`src/rtl/sdram_write.sv`:
```
// SDRAM write-path master: pops pixel words from a FWFT FIFO and bursts them
// into bank 0 row by row, yielding the bus at segment end or on refresh.
module sdram_write #(
    parameter int WROW_ADDR_END  = 937,
    parameter int WCOL_MADDR_END = 256,
    parameter int WCOL_FADDR_END = 512
) (
    input  logic        sclk,
    input  logic        s_rst,
    input  logic        wr_trig,
    input  logic        wr_en,
    input  logic        ref_req,
    output logic        wr_req,
    output logic        flag_wr_end,
    output logic [3:0]  wr_cmd,
    output logic [12:0] wr_addr,
    output logic [1:0]  bank_addr,
    output logic        wfifo_rd_en,
    input  logic [23:0] wfifo_rd_data,
    output logic [23:0] wr_data,
    output logic        dq_oe,
    output logic [4:0]  state
);

    localparam logic [3:0] CMD_NOP = 4'b0111;
    localparam logic [3:0] CMD_ACT = 4'b0011;
    localparam logic [3:0] CMD_WR  = 4'b0100;
    localparam logic [3:0] CMD_PRE = 4'b0010;

    localparam logic [8:0] COL_M_LAST = 9'(WCOL_MADDR_END - 1);
    localparam logic [8:0] COL_F_LAST = 9'(WCOL_FADDR_END - 1);
    localparam logic [9:0] ROW_LAST   = 10'(WROW_ADDR_END);

    typedef enum logic [4:0] {
        S_IDLE = 5'b00001,
        S_REQ  = 5'b00010,
        S_ACT  = 5'b00100,
        S_WR   = 5'b01000,
        S_PRE  = 5'b10000
    } state_t;

    state_t      st;
    logic        flag_wr;
    logic        seg_end;
    logic [1:0]  act_cnt;
    logic [1:0]  burst_cnt;
    logic [1:0]  pre_cnt;
    logic [9:0]  row_addr;
    logic [6:0]  col_cnt;
    logic [8:0]  col_last;
    logic        burst_done;
    logic        at_row_end;
    logic        at_seg_end;

    // Arbiter handshake: wr_req stays high for every S_REQ cycle and the
    // grant wr_en is only consumed there; the bus is ours until flag_wr_end.
    assign wr_req      = (st == S_REQ);
    assign wfifo_rd_en = (st == S_WR);
    assign bank_addr   = 2'b00;
    assign state       = st;

    // Column of the last word of the current burst.
    assign col_last   = {col_cnt, 2'b11};
    assign burst_done = (st == S_WR) && (burst_cnt == 2'd3);
    assign at_row_end = (col_last == COL_F_LAST);
    assign at_seg_end = (col_last == COL_M_LAST) || at_row_end;

    always_ff @(posedge sclk) begin
        if (s_rst) begin
            st          <= S_IDLE;
            flag_wr     <= 1'b0;
            seg_end     <= 1'b0;
            act_cnt     <= 2'd0;
            burst_cnt   <= 2'd0;
            pre_cnt     <= 2'd0;
            row_addr    <= 10'd0;
            col_cnt     <= 7'd0;
            wr_cmd      <= CMD_NOP;
            wr_addr     <= 13'd0;
            wr_data     <= 24'd0;
            dq_oe       <= 1'b0;
            flag_wr_end <= 1'b0;
        end else begin
            wr_cmd      <= CMD_NOP;
            dq_oe       <= 1'b0;
            flag_wr_end <= 1'b0;
            seg_end     <= burst_done && at_seg_end;

            if (seg_end)
                flag_wr <= 1'b0;
            else if (wr_trig)
                flag_wr <= 1'b1;

            act_cnt   <= (st == S_ACT) ? act_cnt + 2'd1 : 2'd0;
            burst_cnt <= (st == S_WR)  ? burst_cnt + 2'd1 : 2'd0;
            pre_cnt   <= (st == S_PRE) ? pre_cnt + 2'd1 : 2'd0;

            // Frame end lands mid-row, so the row-end branch never sees ROW_LAST.
            if (burst_done) begin
                if (row_addr == ROW_LAST && col_last == COL_M_LAST) begin
                    row_addr <= 10'd0;
                    col_cnt  <= 7'd0;
                end else begin
                    col_cnt <= col_cnt + 7'd1;
                    if (at_row_end)
                        row_addr <= row_addr + 10'd1;
                end
            end

            case (st)
                S_IDLE: begin
                    if (wr_trig)
                        st <= S_REQ;
                end
                S_REQ: begin
                    if (wr_en)
                        st <= S_ACT;
                end
                S_ACT: begin
                    if (act_cnt == 2'd0) begin
                        wr_cmd  <= CMD_ACT;
                        wr_addr <= {3'b000, row_addr};
                    end
                    if (act_cnt == 2'd3)
                        st <= S_WR;
                end
                S_WR: begin
                    dq_oe   <= 1'b1;
                    wr_data <= wfifo_rd_data;
                    if (burst_cnt == 2'd0) begin
                        wr_cmd  <= CMD_WR;
                        wr_addr <= {4'b0000, col_cnt, 2'b00};
                    end
                    if (burst_done && (at_seg_end || ref_req))
                        st <= S_PRE;
                end
                S_PRE: begin
                    if (pre_cnt == 2'd0) begin
                        wr_cmd  <= CMD_PRE;
                        wr_addr <= 13'h0400;
                    end
                    if (pre_cnt == 2'd3) begin
                        if (!flag_wr) begin
                            st          <= S_IDLE;
                            flag_wr_end <= 1'b1;
                        end else if (ref_req) begin
                            st          <= S_REQ;
                            flag_wr_end <= 1'b1;
                        end else begin
                            st <= S_ACT;
                        end
                    end
                end
                default: st <= S_IDLE;
            endcase
        end
    end

endmodule

```
`config.mk`:
```
export PLATFORM = sky130hd
export DESIGN_NAME = sdram_write
export DESIGN_NICKNAME = d
export VERILOG_FILES = /design/src/rtl/sdram_write.sv
export SDC_FILE = /design/constraint.sdc
export NUM_CORES = 1
export LEC_CHECK = 0
export ABC_CLOCK_PERIOD_IN_PS = 2300
export BUFFER_PORTS_ARGS = -buffer_cell sky130_fd_sc_hd__buf_4
export CAP_MARGIN = 20
export CORE_ASPECT_RATIO = 0.5
export CORE_UTILIZATION = 47
export DETAILED_ROUTE_END_ITERATION = 12
export MAX_ROUTING_LAYER = met4
export PLACE_DENSITY = 0.83
export SLEW_MARGIN = 25
export SYNTH_ARGS = -nofsm -noshare
export SYNTH_HDL_FRONTEND = slang
export SYNTH_SLANG_ARGS = --single-unit
```
`constraint.sdc`:
```
create_clock -name sclk -period 2.3 [get_ports sclk]
set_clock_uncertainty 0.2 [all_clocks]
set_input_delay 0.345 -clock sclk [delete_from_list [all_inputs] [get_ports sclk]]
set_output_delay 0.345 -clock sclk [all_outputs]
set_load 0.03 [all_outputs]
```
# Word-level counts from Yosys, hierarchy flattened
# Index checks and enable logic that the tools add are counted.
dict set report word_totals {
  regBits 73
  in_bits 29
  out_inout_bits 52
  word_cells 82
}
dict set report classes {
  n_addsub 5
  eq_ne 19
  muxes 22
  bitwise 4
  n_reduce_logical 19
}
# op n
set ops {}
lappend ops {{2-to-1 mux 13 bit} 3}
lappend ops {{case mux 13 bit (3 select lines)} 1}
lappend ops {{2-to-1 mux 5 bit} 5}
lappend ops {{case mux 5 bit (5 select lines)} 1}
lappend ops {{2-to-1 mux 10 bit} 2}
lappend ops {{2-to-1 mux 3 bit} 4}
lappend ops {{inequality test 2 x 1 -> 1 bit (second input constant)} 6}
lappend ops {{adder 10 x 1 -> 10 bit (second input constant)} 1}
lappend ops {{equality test 10 bit (second input constant)} 1}
lappend ops {{case mux 3 bit (3 select lines)} 1}
lappend ops {{OR reduction 2 bit} 4}
lappend ops {{adder 7 x 1 -> 7 bit (second input constant)} 1}
lappend ops {{equality test 7 x 6 -> 1 bit (second input constant)} 1}
lappend ops {{equality test 7 bit (second input constant)} 1}
lappend ops {{2-to-1 mux 7 bit} 1}
lappend ops {{adder 2 x 1 -> 2 bit (second input constant)} 3}
lappend ops {{equality test 2 bit (second input constant)} 3}
lappend ops {{zero test 2 bit} 3}
lappend ops {{equality test 5 x 1 -> 1 bit (second input constant)} 1}
lappend ops {{equality test 5 x 2 -> 1 bit (second input constant)} 1}
lappend ops {{equality test 5 x 3 -> 1 bit (second input constant)} 1}
lappend ops {{equality test 5 x 4 -> 1 bit (second input constant)} 1}
lappend ops {{equality test 5 bit (second input constant)} 1}
lappend ops {{AND reduction 5 bit} 1}
lappend ops {{other kinds (11)} 21}

# Depth between registers and ports, before layout
# Gate-level depths: netlist of run 1.
dict set report depth {
  depth_word 6
  ltp_mapped 8
  mapped_depth_nobuf 7
}

# Worst setup path after synthesis of run 1
# No wires, ideal clock.
dict set report synth_path {
  path_kind {reg-to-reg}
  startpoint {reg st[0] (netlist: state[0])}
  endpoint {reg row_addr[2]}
  setup_ns 0.066
  t_arrival_ns 2.150
  required_time_ns 2.034
  setup_slack_ns -0.117
  stages_incl_launch_ff 6
  n_path_buf 1
  period_less_slack_ns 2.417
  cell_sequence {dfxtp_1 -> or3_4 -> or4_1 -> buf_2 -> or4_4 -> a21oi_2}
}
dict set report synth_between {
  elab_chain_len 3
}
# element line
set synth_rtl {}
lappend synth_rtl {{start: declaration} 42} ;# state_t st;
lappend synth_rtl {{start signal: assignment} 70} ;# st <= S_IDLE;
lappend synth_rtl {{start signal: assignment} 113} ;# st <= S_REQ;
lappend synth_rtl {{start signal: assignment} 117} ;# st <= S_ACT;
lappend synth_rtl {{equality test 5 x 4 -> 1 bit} 64} ;# assign burst_done = (st == S_WR) && (burst_cnt == 2'd3);
lappend synth_rtl {{logical AND 1 bit} 64}
lappend synth_rtl {{AND reduction 2 bit (no source line)} -}
lappend synth_rtl {{end signal: assignment} 106} ;# row_addr <= row_addr + 10'd1;
lappend synth_rtl {{end: declaration} 48} ;# logic [9:0] row_addr;
# Every way passes these cells.
# A chain may end at the register's enable or synchronous reset.

# Worst setup path in the final report of run 1
dict set report layout_path {
  startpoint {reg st[4] (netlist: state[4])}
  endpoint {out wfifo_rd_en}
}
dict set report layout_between {
  elab_chain_len 1
}
# element line
set layout_rtl {}
lappend layout_rtl {{equality test 5 x 4 -> 1 bit} 58} ;# assign wfifo_rd_en = (st == S_WR);
lappend layout_rtl {{end: declaration} 18} ;# output logic wfifo_rd_en,
# Every way passes these cells.

==> report_table.html, run 1 <==
<table>
<tr><th>Metric</th><th>Value</th></tr>
<tr><th colspan="2">Outcome</th></tr>
<tr><td>Result of the run</td><td>finished clean</td></tr>
<tr><th colspan="2">Clock tree</th></tr>
<tr><td>Number of levels the H-tree was split into</td><td>3</td></tr>
<tr><td>Worst skew pair latency</td><td>around 320 ps</td></tr>
<tr><td>Count of hold-fix buffers inserted at cts</td><td>0</td></tr>
<tr><td>Clock root buffer</td><td>sky130_fd_sc_hd__clkbuf_16</td></tr>
<tr><td>TritonCTS clock tree</td><td>yes</td></tr>
<tr><td>Clock-pin slew of the registers on the worst-case setup and hold paths</td><td>50 ps</td></tr>
<tr><td>TritonCTS Buffers</td><td>9</td></tr>
<tr><td>Max clock buf depth</td><td>2</td></tr>
<tr><td># clock sinks</td><td>70</td></tr>
<tr><th colspan="2">Floorplan</th></tr>
<tr><td>Number of ports placed on the die boundary</td><td>slightly above 80</td></tr>
<tr><td>Die outline area</td><td>~6800 µm²</td></tr>
<tr><td>Effective utilization at floorplan</td><td>a little under 50%</td></tr>
<tr><td>Cell Rows</td><td>20</td></tr>
<tr><td>Die boundary height</td><td>58.7 µm</td></tr>
<tr><td>Core footprint</td><td>around 6000 µm²</td></tr>
<tr><td>Die X</td><td>115 µm</td></tr>
<tr><th colspan="2">Power</th></tr>
<tr><td>Max VDD drop</td><td>between 0.3 and 0.4 mV</td></tr>
<tr><td>Power density normalized to cell area</td><td>around 760 nW/µm²</td></tr>
<tr><td>Leakage power total</td><td>1.63 nW</td></tr>
<tr><td>Total power consumption of the routed design</td><td>3.12 mW</td></tr>
<tr><th colspan="2">STA</th></tr>
<tr><td>Max-slew violation count</td><td>0</td></tr>
<tr><td>Worst slew margin</td><td>62.8%</td></tr>
<tr><td>Final-report hold violation count</td><td>0</td></tr>
<tr><td>Final setup violating endpoints</td><td>0</td></tr>
<tr><td>Worst-margin pin slew</td><td>558 ps</td></tr>
<tr><td>Post-route fraction of the period consumed by the critical path</td><td>a little over nine tenths</td></tr>
<tr><td>Highest attainable clock frequency</td><td>445 MHz</td></tr>
<tr><td>Post-Route Setup TNS</td><td>0 ps</td></tr>
<tr><td>Unrepaired setup endpoints after global routing</td><td>false</td></tr>
<tr><td>Tmin final</td><td>around 2200 ps</td></tr>
<tr><td>Worst-case hold slack</td><td>approximately 43 ps</td></tr>
<tr><th colspan="2">Synth</th></tr>
<tr><td>Syn. warnings</td><td>0</td></tr>
<tr><td>Sequential fraction of the synthesis area</td><td>46.4%</td></tr>
<tr><td>Count of flip-flops with a built-in enable after synthesis</td><td>0</td></tr>
<tr><td>Number of distinct library cell variants in the gate-level netlist after synthesis</td><td>50</td></tr>
<tr><td>Primary flip-flop cell chosen by synthesis mapping</td><td>sky130_fd_sc_hd__dfxtp_1</td></tr>
<tr><td>Share of synthesized registers carrying an async set or reset</td><td>0%</td></tr>
<tr><td>Area of the mapped netlist</td><td>3020 µm²</td></tr>
<tr><td>Avg Synthesized Cell Area</td><td>8.42 µm²</td></tr>
<tr><td>Flip-flop and latch count after synthesis</td><td>70</td></tr>
<tr><td>Instance count of the mapped netlist</td><td>359</td></tr>
<tr><th colspan="2">Worst hold path</th></tr>
<tr><td>Hold Startpoint</td><td>wr_en</td></tr>
<tr><td>Hold crit path type</td><td>in -&gt; reg</td></tr>
<tr><td>Worst hold path stage count</td><td>2</td></tr>
<tr><th colspan="2">GRT</th></tr>
<tr><td>Initial antenna violation count</td><td>0</td></tr>
<tr><td>Overflow left after global routing</td><td>0</td></tr>
<tr><td>Largest net degree at the start of global routing</td><td>55</td></tr>
<tr><td>Global-route wire length before repair</td><td>11,500 µm</td></tr>
<tr><td>Number of global-route vias before repair</td><td>2,461</td></tr>
<tr><td>Overall routing resource usage</td><td>around 22%</td></tr>
<tr><th colspan="2">Worst setup path</th></tr>
<tr><td>Critical-path maximum fanout</td><td>6</td></tr>
<tr><td>Required time at the endpoint of the critical path</td><td>approximately 1800 ps</td></tr>
<tr><td>Capture point of the worst reg-to-reg path</td><td>row_addr[2]$_SDFFE_PP0P_</td></tr>
<tr><td>Endpoint kind of the worst setup timing path</td><td>primary output</td></tr>
<tr><td>R2r worst-path depth</td><td>4</td></tr>
<tr><td>FF-to-FF setup slack</td><td>100 ps</td></tr>
<tr><td>Crit start category</td><td>register</td></tr>
<tr><td>Signal arrival time at the worst endpoint</td><td>1700 ps</td></tr>
<tr><td>Capturing instance or port of the critical path</td><td>wfifo_rd_en</td></tr>
<tr><td>Reg2Reg Launch Point</td><td>state[4]$_SDFFE_PP0P_</td></tr>
<tr><td>Setup Crit Path Kind</td><td>reg -&gt; out</td></tr>
<tr><td>Start point of the critical path</td><td>state[4]$_SDFFE_PP0P_</td></tr>
<tr><th colspan="2">Cells and area</th></tr>
<tr><td>Fill cell instance count of the final layout</td><td>494</td></tr>
<tr><td>Layout cells sized above 1</td><td>28.2%</td></tr>
<tr><td>Final layout net count</td><td>480</td></tr>
<tr><td>Area occupied by multi-input gates</td><td>1490 µm²</td></tr>
<tr><td>Storage element area</td><td>approximately 1400 µm²</td></tr>
<tr><td>Ant diodes</td><td>0</td></tr>
<tr><td>Layout-stage area growth over the synthesis result</td><td>34.9%</td></tr>
<tr><th colspan="2">Detailed routing</th></tr>
<tr><td>Routed vias</td><td>between 2k and 3k</td></tr>
<tr><td>Number of iterations in the first detailed-routing pass</td><td>5</td></tr>
<tr><td>Aggregate routed wire length</td><td>7130 µm</td></tr>
<tr><td>Post-DR wirelength/cell</td><td>about 13 µm</td></tr>
<tr><td>1st-iter DRT viols</td><td>169</td></tr>
<tr><td>Via/cell ratio</td><td>5.11</td></tr>
<tr><td>Antenna viol nets, final</td><td>0</td></tr>
<tr><td>Residual DRC</td><td>0</td></tr>
<tr><th colspan="2">Place</th></tr>
<tr><td>Buffers on Ports</td><td>75</td></tr>
<tr><td>Final HPWL DP</td><td>5000 µm</td></tr>
<tr><td>Final weighted congestion in routability-driven placement</td><td>1.03</td></tr>
<tr><th colspan="2">Job</th></tr>
<tr><td>Max-capacitance violation count</td><td>0</td></tr>
</table>
==> layout by cell type (no fill, tap or decap), types with 6 or more instances in the layout <==
cell and count:
sky130_fd_sc_hd__dfxtp_1 66, sky130_fd_sc_hd__nor2_1 34, sky130_fd_sc_hd__nor3_1 10, sky130_fd_sc_hd__buf_4 90, sky130_fd_sc_hd__clkbuf_16 10, sky130_fd_sc_hd__ha_1 9, sky130_fd_sc_hd__xnor2_1 7, sky130_fd_sc_hd__nand3_1 15
sky130_fd_sc_hd__nand2_1 64, sky130_fd_sc_hd__a211oi_1 9, sky130_fd_sc_hd__xor2_1 6, sky130_fd_sc_hd__inv_1 9, sky130_fd_sc_hd__a22oi_1 7, sky130_fd_sc_hd__o21ai_0 7, sky130_fd_sc_hd__a21oi_1 31
==> sequential cells by signal, summed over array words and instances, names as in the netlist <==
register,flops
row_addr,10
seg_end,1
pre_cnt,2
flag_wr,1
wr_cmd,3
flag_wr_end,1
wr_addr,11
act_cnt,2
col_cnt,7
dq_oe,1
burst_cnt,2
wr_data,24
state,5
==> layout make-up <==
type	instances	share of cell area [%]
multi-input combinational	259	36.5
clock buffer	14	7.25
inverter	10	0.921
sequential	70	34.6
timing repair buffer	92	17.1
clock inverter	2	0.860
tap	88	2.70
==> synthesized netlist by cell type, drive strengths merged, types with 2 or more instances <==
library cell	number	area, µm²
inv	10	37.5
nand2	64	240
xor2	6	52.6
a31oi	2	12.5
o32ai	2	17.5
nor2	34	128
clkbuf	11	41.3
or4	2	18.8
a22oi	7	52.6
or3	2	17.5
buf	13	72.6
mux2	2	22.5
nand3b	4	30.0
nor2b	5	31.3
or2	2	12.5
a21o	3	22.5
nand3	15	75.1
a21oi	32	164
o211ai	2	15.0
nor3	10	50.1
nand4	2	12.5
nor4	3	25.0
xnor2	7	61.3
and2	3	18.8
nand2b	4	25.0
a211oi	9	67.6
o21ai	7	35.0
and3	3	18.8
ha	9	113
dfxtp	70	1400
==> per-layer routing <==
| layer | wire, µm | share of wire, % | track usage [%] |
|---|---|---|---|
| met3 | 507 | 7.1 | 5.87 |
| met5 | 0 | 0 | - |
| met1 | 3300 | 46 | 27.6 |
| met4 | 40 | 0.56 | 6.49 |
| met2 | 3280 | 46 | 36.8 |
==> kinds of logic after synthesis <==
family | synth area share (%)
AO/OA/AOI/OAI | 14.3
XOR/XNOR | 3.77
adder cells (fa/ha/maj) | 3.73
buffers and inverters | 5.01
flip-flops | 46.4
multiplexers | 1.08
other | 0.124
AND/OR/NAND/NOR | 25.6
==> power by group <==
part | total (mW) | internal, mW | leakage [nW] | switching (mW)
Clock | 1.47 | 0.992 | 0.164 | 0.481
Sequential | 1.26 | 1.24 | 0.566 | 0.0241
Combinational | 0.380 | 0.172 | 0.897 | 0.209
==> worst min path at each step <==
stage	endpoint
after floorplan	flag_wr$_SDFFE_PP0P_
after global placement	flag_wr$_SDFFE_PP0P_
after detailed placement	flag_wr$_SDFFE_PP0P_
after CTS	state[1]$_SDFFE_PP0P_
after global routing	state[1]$_SDFFE_PP0P_
final	state[1]$_SDFFE_PP0P_
==> stage by stage <==
stage | area, µm² | util [%] | setup slack, ps | cells
after floorplan | 3060 | - | 20.3 | 363
after global placement | 3730 | 60.8 | 137 | 518
after detailed placement | 3730 | 60.8 | 117 | 518
after CTS | 4070 | 66.4 | 3.81 | 535
after global routing | 4080 | 66.5 | 10.3 | 535
final | 4080 | 66.5 | 51.0 | 535
==> critical path: stages (launching register included) <==
cell,delay (ps)
sky130_fd_sc_hd__dfxtp_4,340
sky130_fd_sc_hd__or3_4,420
sky130_fd_sc_hd__or2_2,310
sky130_fd_sc_hd__inv_2,90
sky130_fd_sc_hd__buf_6,110
sky130_fd_sc_hd__buf_6,120
==> timing repair <==
item,4_1_cts,5_1_grt
pin swaps,0,0
gates resized for setup,1,2
buffers inserted,1,0
endpoints found under the setup margin,1,2
No activity file was read; power rests on OpenSTA's default activity.
==> inputs of run 2 (changes only) <==
--- a/config.mk
+++ b/config.mk
@@ -6,13 +6,14 @@
 export NUM_CORES = 1
 export LEC_CHECK = 0
 export ABC_CLOCK_PERIOD_IN_PS = 2300
-export BUFFER_PORTS_ARGS = -buffer_cell sky130_fd_sc_hd__buf_4
+export BUFFER_PORTS_ARGS = -buffer_cell sky130_fd_sc_hd__buf_2
 export CAP_MARGIN = 20
 export CORE_ASPECT_RATIO = 0.5
 export CORE_UTILIZATION = 47
+export CTS_CLUSTER_DIAMETER = 150
 export DETAILED_ROUTE_END_ITERATION = 12
 export MAX_ROUTING_LAYER = met4
-export PLACE_DENSITY = 0.83
+export PLACE_DENSITY = 0.87
 export SLEW_MARGIN = 25
 export SYNTH_ARGS = -nofsm -noshare
 export SYNTH_HDL_FRONTEND = slang
==> report_table.html, run 2 (synthesis gave the netlist of run 1 again) <==
<table>
<tr><th>Metric</th><th>Value</th></tr>
<tr><th colspan="2">Worst setup path</th></tr>
<tr><td>FF-to-FF setup slack</td><td>70 ps</td></tr>
<tr><td>Critical-path cell list</td><td>or3_4 &gt; or2_4 &gt; inv_4 &gt; buf_6</td></tr>
<tr><td>Critical-path maximum fanout</td><td>13</td></tr>
<tr><td>Start point of the critical path</td><td>state[4]$_SDFFE_PP0P_</td></tr>
<tr><td>Buffering stage count on the worst path with inverters included</td><td>2</td></tr>
<tr><td>Reg2Reg Launch Point</td><td>state[4]$_SDFFE_PP0P_</td></tr>
<tr><td>Endpoint kind of the worst setup timing path</td><td>primary output</td></tr>
<tr><td>Signal arrival time at the worst endpoint</td><td>1680 ps</td></tr>
<tr><td>Worst stage delay on the critical path</td><td>between 400 and 500 ps</td></tr>
<tr><td>Family with the most delay on the worst path</td><td>simple AND/OR/NAND/NOR gates</td></tr>
<tr><td>Required time at the endpoint of the critical path</td><td>1750 ps</td></tr>
<tr><td>Cell with the largest stage delay on the worst path</td><td>sky130_fd_sc_hd__or3_4</td></tr>
<tr><td>Crit start category</td><td>register</td></tr>
<tr><td>Setup Crit Path Kind</td><td>reg -&gt; out</td></tr>
<tr><th colspan="2">Clock tree</th></tr>
<tr><td>Number of levels the H-tree was split into</td><td>3</td></tr>
<tr><td>Clock root buffer</td><td>sky130_fd_sc_hd__clkbuf_16</td></tr>
<tr><td>Clock-pin slew of the registers on the worst-case setup and hold paths</td><td>50 ps</td></tr>
<tr><td>Buffer count from post-CTS setup fixing</td><td>0</td></tr>
<tr><td>Max clock buf depth</td><td>2</td></tr>
<tr><td>TritonCTS clock tree</td><td>yes</td></tr>
<tr><td>Worst skew pair latency</td><td>approximately 330 ps</td></tr>
<tr><td>Count of hold-fix buffers inserted at cts</td><td>0</td></tr>
<tr><td>TritonCTS Buffers</td><td>9</td></tr>
<tr><td># clock sinks</td><td>70</td></tr>
<tr><th colspan="2">Place</th></tr>
<tr><td>Final HPWL DP</td><td>4840 µm</td></tr>
<tr><td>Final weighted congestion in routability-driven placement</td><td>around 0.92</td></tr>
<tr><td>Buffers on Ports</td><td>75</td></tr>
<tr><td>Number of cells after detailed placement</td><td>around 520</td></tr>
<tr><th colspan="2">GRT</th></tr>
<tr><td>Overall routing resource usage</td><td>23.2%</td></tr>
<tr><td>Global-route wire length before repair</td><td>roughly 12,000 µm</td></tr>
<tr><td>Initial antenna violation count</td><td>0</td></tr>
<tr><td>Number of global-route vias before repair</td><td>2,446</td></tr>
<tr><td>Overflow left after global routing</td><td>0</td></tr>
<tr><td>Largest net degree at the start of global routing</td><td>55</td></tr>
<tr><th colspan="2">Floorplan</th></tr>
<tr><td>Die boundary height</td><td>58.7 µm</td></tr>
<tr><td>Core footprint</td><td>6130 µm²</td></tr>
<tr><td>Die outline area</td><td>between 6000 and 7000 µm²</td></tr>
<tr><td>Number of ports placed on the die boundary</td><td>81</td></tr>
<tr><td>Cell Rows</td><td>20</td></tr>
<tr><td>Effective utilization at floorplan</td><td>49.3%</td></tr>
<tr><td>Die X</td><td>115 µm</td></tr>
<tr><th colspan="2">Cells and area</th></tr>
<tr><td>Area occupied by multi-input gates</td><td>between 1500 and 2000 µm²</td></tr>
<tr><td>Regs by FF count</td><td>wr_data x24, wr_addr x11, row_addr x10</td></tr>
<tr><td>Top library cells by usage in the layout, fill and taps aside</td><td>74 x sky130_fd_sc_hd__buf_2, 66 x sky130_fd_sc_hd__dfxtp_1, 64 x sky130_fd_sc_hd__nand2_1, 34 x sky130_fd_sc_hd__nor2_1, 31 x sky130_fd_sc_hd__a21oi_1</td></tr>
<tr><td>Share of the core filled with cells</td><td>between 60% and 70%</td></tr>
<tr><td>Register ranked first by flip-flop count</td><td>wr_data</td></tr>
<tr><td>Flip-flop count of the largest register after layout</td><td>24</td></tr>
<tr><td>Layout cells sized above 1</td><td>between 20% and 30%</td></tr>
<tr><td>Layout-stage area growth over the synthesis result</td><td>29.2%</td></tr>
<tr><td>Finished Layout Cells</td><td>533</td></tr>
<tr><td>Ant diodes</td><td>0</td></tr>
<tr><td>Fill cell instance count of the final layout</td><td>463</td></tr>
<tr><td>Storage element area</td><td>1410 µm²</td></tr>
<tr><td>Commonest non-fill, non-tap cell in the layout</td><td>sky130_fd_sc_hd__buf_2</td></tr>
<tr><td>Final layout net count</td><td>478</td></tr>
<tr><th colspan="2">Detailed routing</th></tr>
<tr><td>Antenna viol nets, final</td><td>0</td></tr>
<tr><td>Residual DRC</td><td>0</td></tr>
<tr><td>Post-DR wirelength/cell</td><td>14.0 µm</td></tr>
<tr><td>Aggregate routed wire length</td><td>between 7000 and 8000 µm</td></tr>
<tr><td>Number of iterations in the first detailed-routing pass</td><td>5</td></tr>
<tr><td>1st-iter DRT viols</td><td>about 160</td></tr>
<tr><td>Via/cell ratio</td><td>around 5.4</td></tr>
<tr><td>Routed vias</td><td>2,852</td></tr>
<tr><th colspan="2">Outcome</th></tr>
<tr><td>Result of the run</td><td>finished clean</td></tr>
<tr><th colspan="2">Worst hold path</th></tr>
<tr><td>Hold crit path type</td><td>in -&gt; reg</td></tr>
<tr><td>Hold Startpoint</td><td>wr_en</td></tr>
<tr><th colspan="2">STA</th></tr>
<tr><td>Worst slew margin</td><td>62.5%</td></tr>
<tr><td>Unrepaired setup endpoints after global routing</td><td>false</td></tr>
<tr><td>Post-Route Setup TNS</td><td>0 ps</td></tr>
<tr><td>Worst-case hold slack</td><td>45.9 ps</td></tr>
<tr><td>Final setup violating endpoints</td><td>0</td></tr>
<tr><td>Final-report hold violation count</td><td>0</td></tr>
<tr><td>Post-route fraction of the period consumed by the critical path</td><td>between 90 and 100%</td></tr>
<tr><td>Tmin final</td><td>~2200 ps</td></tr>
<tr><td>Max-slew violation count</td><td>0</td></tr>
<tr><td>Highest attainable clock frequency</td><td>449 MHz</td></tr>
<tr><td>Worst-margin pin slew</td><td>558 ps</td></tr>
<tr><th colspan="2">Power</th></tr>
<tr><td>Power density normalized to cell area</td><td>804 nW/µm²</td></tr>
<tr><td>Total power consumption of the routed design</td><td>3.14 mW</td></tr>
<tr><td>Max VDD drop</td><td>0.352 mV</td></tr>
<tr><td>Leakage power total</td><td>1.61 nW</td></tr>
<tr><th colspan="2">Job</th></tr>
<tr><td>Max-capacitance violation count</td><td>0</td></tr>
</table>
-- run 2: worst paths after layout --
path | to | cells after the start
worst max-delay path | wfifo_rd_en | 4
worst min-delay path | state[1]$_SDFFE_PP0P_ | 2
worst max register to register | row_addr[2]$_SDFFE_PP0P_ | 4
worst min register to register | flag_wr$_SDFFE_PP0P_ | 1
-- run 2: metal layers --
metal / vias to the layer above / wire, µm / part of all wire, % / GRT usage [%]
met1: 1320 / 3280 / 44 / 27.2
met4: 0 / 155 / 2.1 / 10.6
met3: 16 / 509 / 6.8 / 6.49
met2: 128 / 3500 / 47 / 37.6
li1: 1388 / - / - / -
met5: - / 0 / 0 / -
-- run 2: power by group --
part	switching, mW	total, mW	internal (mW)	leakage (nW)
logic	0.212	0.353	0.140	0.874
registers	0.0267	1.26	1.24	0.566
clock network	0.489	1.52	1.03	0.166
total	0.728	3.14	2.41	1.61
-- run 2: layout make-up --
type,instances,area share [%]
clock buffer,15,7.95
clock inverter,1,0.769
inverter,10,1.03
multi-input combinational,259,38.6
sequential,70,36.2
tap,88,2.82
timing repair buffer,90,12.7
-- run 2: repair_timing --
| action | 4_1_cts | 5_1_grt |
|---|---|---|
| resized for setup | 7 | 3 |
| setup endpoints to repair | 1 | 10 |
| pin swaps | 0 | 0 |
-- run 2: stage by stage --
stage,setup slack [ps],instance area [µm²]
5_1_grt,0.325,3900
4_1_cts,46.1,3900
3_3_place_gp,131,3540
6_report,71.3,3900
3_5_place_dp,118,3540
2_1_floorplan,20.3,3060
-- run 2: worst reg2reg max path: stages (launching register included) --
cell and delay, ps:
sky130_fd_sc_hd__dfxtp_4 340, sky130_fd_sc_hd__or3_4 430, sky130_fd_sc_hd__or4_4 560, sky130_fd_sc_hd__or4_4 500, sky130_fd_sc_hd__a21oi_2 130
==> inputs of run 3 (changes only) <==
--- a/config.mk
+++ b/config.mk
@@ -14,6 +14,7 @@
 export DETAILED_ROUTE_END_ITERATION = 12
 export MAX_ROUTING_LAYER = met4
 export PLACE_DENSITY = 0.87
+export RECOVER_POWER = 100
 export SLEW_MARGIN = 25
 export SYNTH_ARGS = -nofsm -noshare
 export SYNTH_HDL_FRONTEND = slang
==> report_table.html, run 3 (synthesis gave the netlist of run 1 again) <==
<table>
<tr><th>Metric</th><th>Value</th></tr>
<tr><th colspan="2">Outcome</th></tr>
<tr><td>Result of the run</td><td>finished clean</td></tr>
<tr><th colspan="2">Worst setup path</th></tr>
<tr><td>FF-to-FF setup slack</td><td>90 ps</td></tr>
<tr><td>Required time at the endpoint of the critical path</td><td>2360 ps</td></tr>
<tr><td>Capture point of the worst reg-to-reg path</td><td>row_addr[2]$_SDFFE_PP0P_</td></tr>
<tr><td>Reg2Reg Launch Point</td><td>state[4]$_SDFFE_PP0P_</td></tr>
<tr><td>Signal arrival time at the worst endpoint</td><td>approximately 2300 ps</td></tr>
<tr><td>R2r worst-path depth</td><td>4</td></tr>
<tr><td>Endpoint kind of the worst setup timing path</td><td>register</td></tr>
<tr><td>Setup Crit Path Kind</td><td>reg -&gt; reg</td></tr>
<tr><td>Crit start category</td><td>register</td></tr>
<tr><td>Critical-path maximum fanout</td><td>6</td></tr>
<tr><th colspan="2">Power</th></tr>
<tr><td>Leakage power total</td><td>1.40 nW</td></tr>
<tr><td>Power spent charging and discharging nets</td><td>721 µW</td></tr>
<tr><td>Power density normalized to cell area</td><td>817 nW/µm²</td></tr>
<tr><td>Sequential group share of total power</td><td>40.5%</td></tr>
<tr><td>Fraction of power spent switching nets</td><td>23.1%</td></tr>
<tr><td>Total power consumption of the routed design</td><td>3.12 mW</td></tr>
<tr><td>Clock Power Share</td><td>around half</td></tr>
<tr><td>Max VDD drop</td><td>0.345 mV</td></tr>
<tr><td>P_int</td><td>2.40 mW</td></tr>
<tr><td>Share of total power in combinational logic</td><td>a little over a tenth</td></tr>
<tr><th colspan="2">Job</th></tr>
<tr><td>Max-capacitance violation count</td><td>0</td></tr>
<tr><th colspan="2">Detailed routing</th></tr>
<tr><td>Routed vias</td><td>roughly 2.9k</td></tr>
<tr><td>Antenna viol nets, final</td><td>0</td></tr>
<tr><td>Post-DR wirelength/cell</td><td>14.0 µm</td></tr>
<tr><td>1st-iter DRT viols</td><td>~170</td></tr>
<tr><td>Residual DRC</td><td>0</td></tr>
<tr><td>Aggregate routed wire length</td><td>7470 µm</td></tr>
<tr><td>Via/cell ratio</td><td>5.35</td></tr>
<tr><td>Number of iterations in the first detailed-routing pass</td><td>4</td></tr>
<tr><th colspan="2">Cells and area</th></tr>
<tr><td>Regs by FF count</td><td>wr_data x24, wr_addr x11, row_addr x10</td></tr>
<tr><td>Storage element area</td><td>1410 µm²</td></tr>
<tr><td>Flip-flop count of the largest register after layout</td><td>24</td></tr>
<tr><td>Top library cells by usage in the layout, fill and taps aside</td><td>67 x sky130_fd_sc_hd__dfxtp_1, 64 x sky130_fd_sc_hd__nand2_1, 52 x sky130_fd_sc_hd__clkbuf_1, 34 x sky130_fd_sc_hd__nor2_1, 31 x sky130_fd_sc_hd__a21oi_1</td></tr>
<tr><td>Layout-stage area growth over the synthesis result</td><td>26.5%</td></tr>
<tr><td>Area occupied by multi-input gates</td><td>1510 µm²</td></tr>
<tr><td>Layout cells sized above 1</td><td>16.6%</td></tr>
<tr><td>Commonest non-fill, non-tap cell in the layout</td><td>sky130_fd_sc_hd__dfxtp_1</td></tr>
<tr><td>Final layout net count</td><td>478</td></tr>
<tr><td>Ant diodes</td><td>0</td></tr>
<tr><td>Register ranked first by flip-flop count</td><td>wr_data</td></tr>
<tr><td>Fill cell instance count of the final layout</td><td>502</td></tr>
<tr><th colspan="2">Floorplan</th></tr>
<tr><td>Die outline area</td><td>between 6000 and 7000 µm²</td></tr>
<tr><td>Number of ports placed on the die boundary</td><td>81</td></tr>
<tr><td>Die boundary height</td><td>58.7 µm</td></tr>
<tr><td>Core footprint</td><td>6130 µm²</td></tr>
<tr><td>Cell Rows</td><td>20</td></tr>
<tr><td>Die X</td><td>115 µm</td></tr>
<tr><td>Effective utilization at floorplan</td><td>49.3%</td></tr>
<tr><th colspan="2">GRT</th></tr>
<tr><td>Number of global-route vias before repair</td><td>roughly 2.4k</td></tr>
<tr><td>Global-route wire length before repair</td><td>11,600 µm</td></tr>
<tr><td>Largest net degree at the start of global routing</td><td>55</td></tr>
<tr><td>Overflow left after global routing</td><td>0</td></tr>
<tr><td>Initial antenna violation count</td><td>0</td></tr>
<tr><td>Overall routing resource usage</td><td>23.2%</td></tr>
<tr><th colspan="2">Place</th></tr>
<tr><td>Buffers on Ports</td><td>75</td></tr>
<tr><td>Final HPWL DP</td><td>4840 µm</td></tr>
<tr><td>Final weighted congestion in routability-driven placement</td><td>~0.92</td></tr>
<tr><th colspan="2">STA</th></tr>
<tr><td>Post-route fraction of the period consumed by the critical path</td><td>96.2%</td></tr>
<tr><td>Final setup violating endpoints</td><td>0</td></tr>
<tr><td>Worst slew margin</td><td>26.7%</td></tr>
<tr><td>Final-report hold violation count</td><td>0</td></tr>
<tr><td>Worst-margin pin slew</td><td>1100 ps</td></tr>
<tr><td>Max-slew violation count</td><td>0</td></tr>
<tr><td>Tmin final</td><td>2210 ps</td></tr>
<tr><td>Highest attainable clock frequency</td><td>452 MHz</td></tr>
<tr><td>Worst-case hold slack</td><td>44.8 ps</td></tr>
<tr><th colspan="2">Clock tree</th></tr>
<tr><td># clock sinks</td><td>70</td></tr>
<tr><td>Clock-pin slew of the registers on the worst-case setup and hold paths</td><td>50 ps</td></tr>
<tr><td>Buffer count from post-CTS setup fixing</td><td>0</td></tr>
<tr><td>TritonCTS Buffers</td><td>9</td></tr>
<tr><td>Number of levels the H-tree was split into</td><td>3</td></tr>
<tr><td>Max clock buf depth</td><td>2</td></tr>
<tr><td>TritonCTS clock tree</td><td>yes</td></tr>
<tr><td>Worst skew pair latency</td><td>330 ps</td></tr>
<tr><td>Count of hold-fix buffers inserted at cts</td><td>0</td></tr>
<tr><td>Clock root buffer</td><td>sky130_fd_sc_hd__clkbuf_16</td></tr>
<tr><th colspan="2">Worst hold path</th></tr>
<tr><td>Sink of the worst hold path</td><td>state[1]$_SDFFE_PP0P_</td></tr>
<tr><td>Hold Startpoint</td><td>wr_en</td></tr>
<tr><td>Hold crit path type</td><td>in -&gt; reg</td></tr>
<tr><td>Worst hold path stage count</td><td>2</td></tr>
</table>
## run 3: cell types whose count changed in the layout (fill, tap and decap cells not counted), sizes merged
cell | previous run | this run
buf | 90 | 37
clkbuf | 15 | 68
## run 3: stage by stage
stage	setup TNS [ps]	instance area, µm²	utilization [%]	cells	worst slack [ps]
2_1_floorplan	0	3060	-	363	20.3
3_3_place_gp	0	3540	57.8	518	131
3_5_place_dp	0	3540	57.8	518	118
4_1_cts	0	3900	63.6	534	46.1
5_1_grt	-0.291	3820	62.3	533	-0.291
6_report	0	3820	62.3	533	88.0
## run 3: how the worst max path moves through the flow
stage                            start                       end  slack [ps]  depth (start not counted)
2_1_floorplan    state[3]$_SDFFE_PP0P_  row_addr[2]$_SDFFE_PP0P_          20                          6
3_3_place_gp     state[4]$_SDFFE_PP0P_  row_addr[2]$_SDFFE_PP0P_         130                          4
3_5_place_dp     state[4]$_SDFFE_PP0P_  row_addr[2]$_SDFFE_PP0P_         120                          4
4_1_cts          state[4]$_SDFFE_PP0P_               wfifo_rd_en          50                          5
5_1_grt        col_cnt[0]$_SDFFE_PP0P_  row_addr[2]$_SDFFE_PP0P_        -0.3                          5
6_report         state[4]$_SDFFE_PP0P_  row_addr[2]$_SDFFE_PP0P_          90                          4
## run 3: per-layer routing
layer	routed length (µm)	vias to the layer above	global-route usage, %
met4	204	0	10.6
li1	-	1391	-
met1	3280	1311	27.2
met3	536	27	6.49
met5	0	-	-
met2	3450	123	37.6
## run 3: what timing repair did
item / in CTS / in global routing
resized for setup: 7 / 3
cloned: 0 / 0
setup endpoints to repair: 1 / 10
## run 3: layout make-up
type	count	area share, %
multi-input combinational	259	39.4
tap	88	2.88
timing repair buffer	90	10.9
sequential	70	36.8
clock inverter	1	0.786
inverter	10	1.05
clock buffer	15	8.12
## run 3: power groups by stage
stage | Sequential [mW] | Clock, mW | Combinational, mW
2_1_floorplan | 1.32 | 0 | 0.186
3_3_place_gp | 1.28 | 0 | 0.337
3_5_place_dp | 1.28 | 0 | 0.338
4_1_cts | 1.26 | 1.53 | 0.346
5_1_grt | 1.27 | 1.59 | 0.367
6_report | 1.27 | 1.51 | 0.344
## run 3: critical path, stage by stage, from the launching register on
cell                      delay [ps]
sky130_fd_sc_hd__dfxtp_1         320
sky130_fd_sc_hd__or3_4           430
sky130_fd_sc_hd__or4_4           560
sky130_fd_sc_hd__or4_4           500
sky130_fd_sc_hd__a21oi_2         130
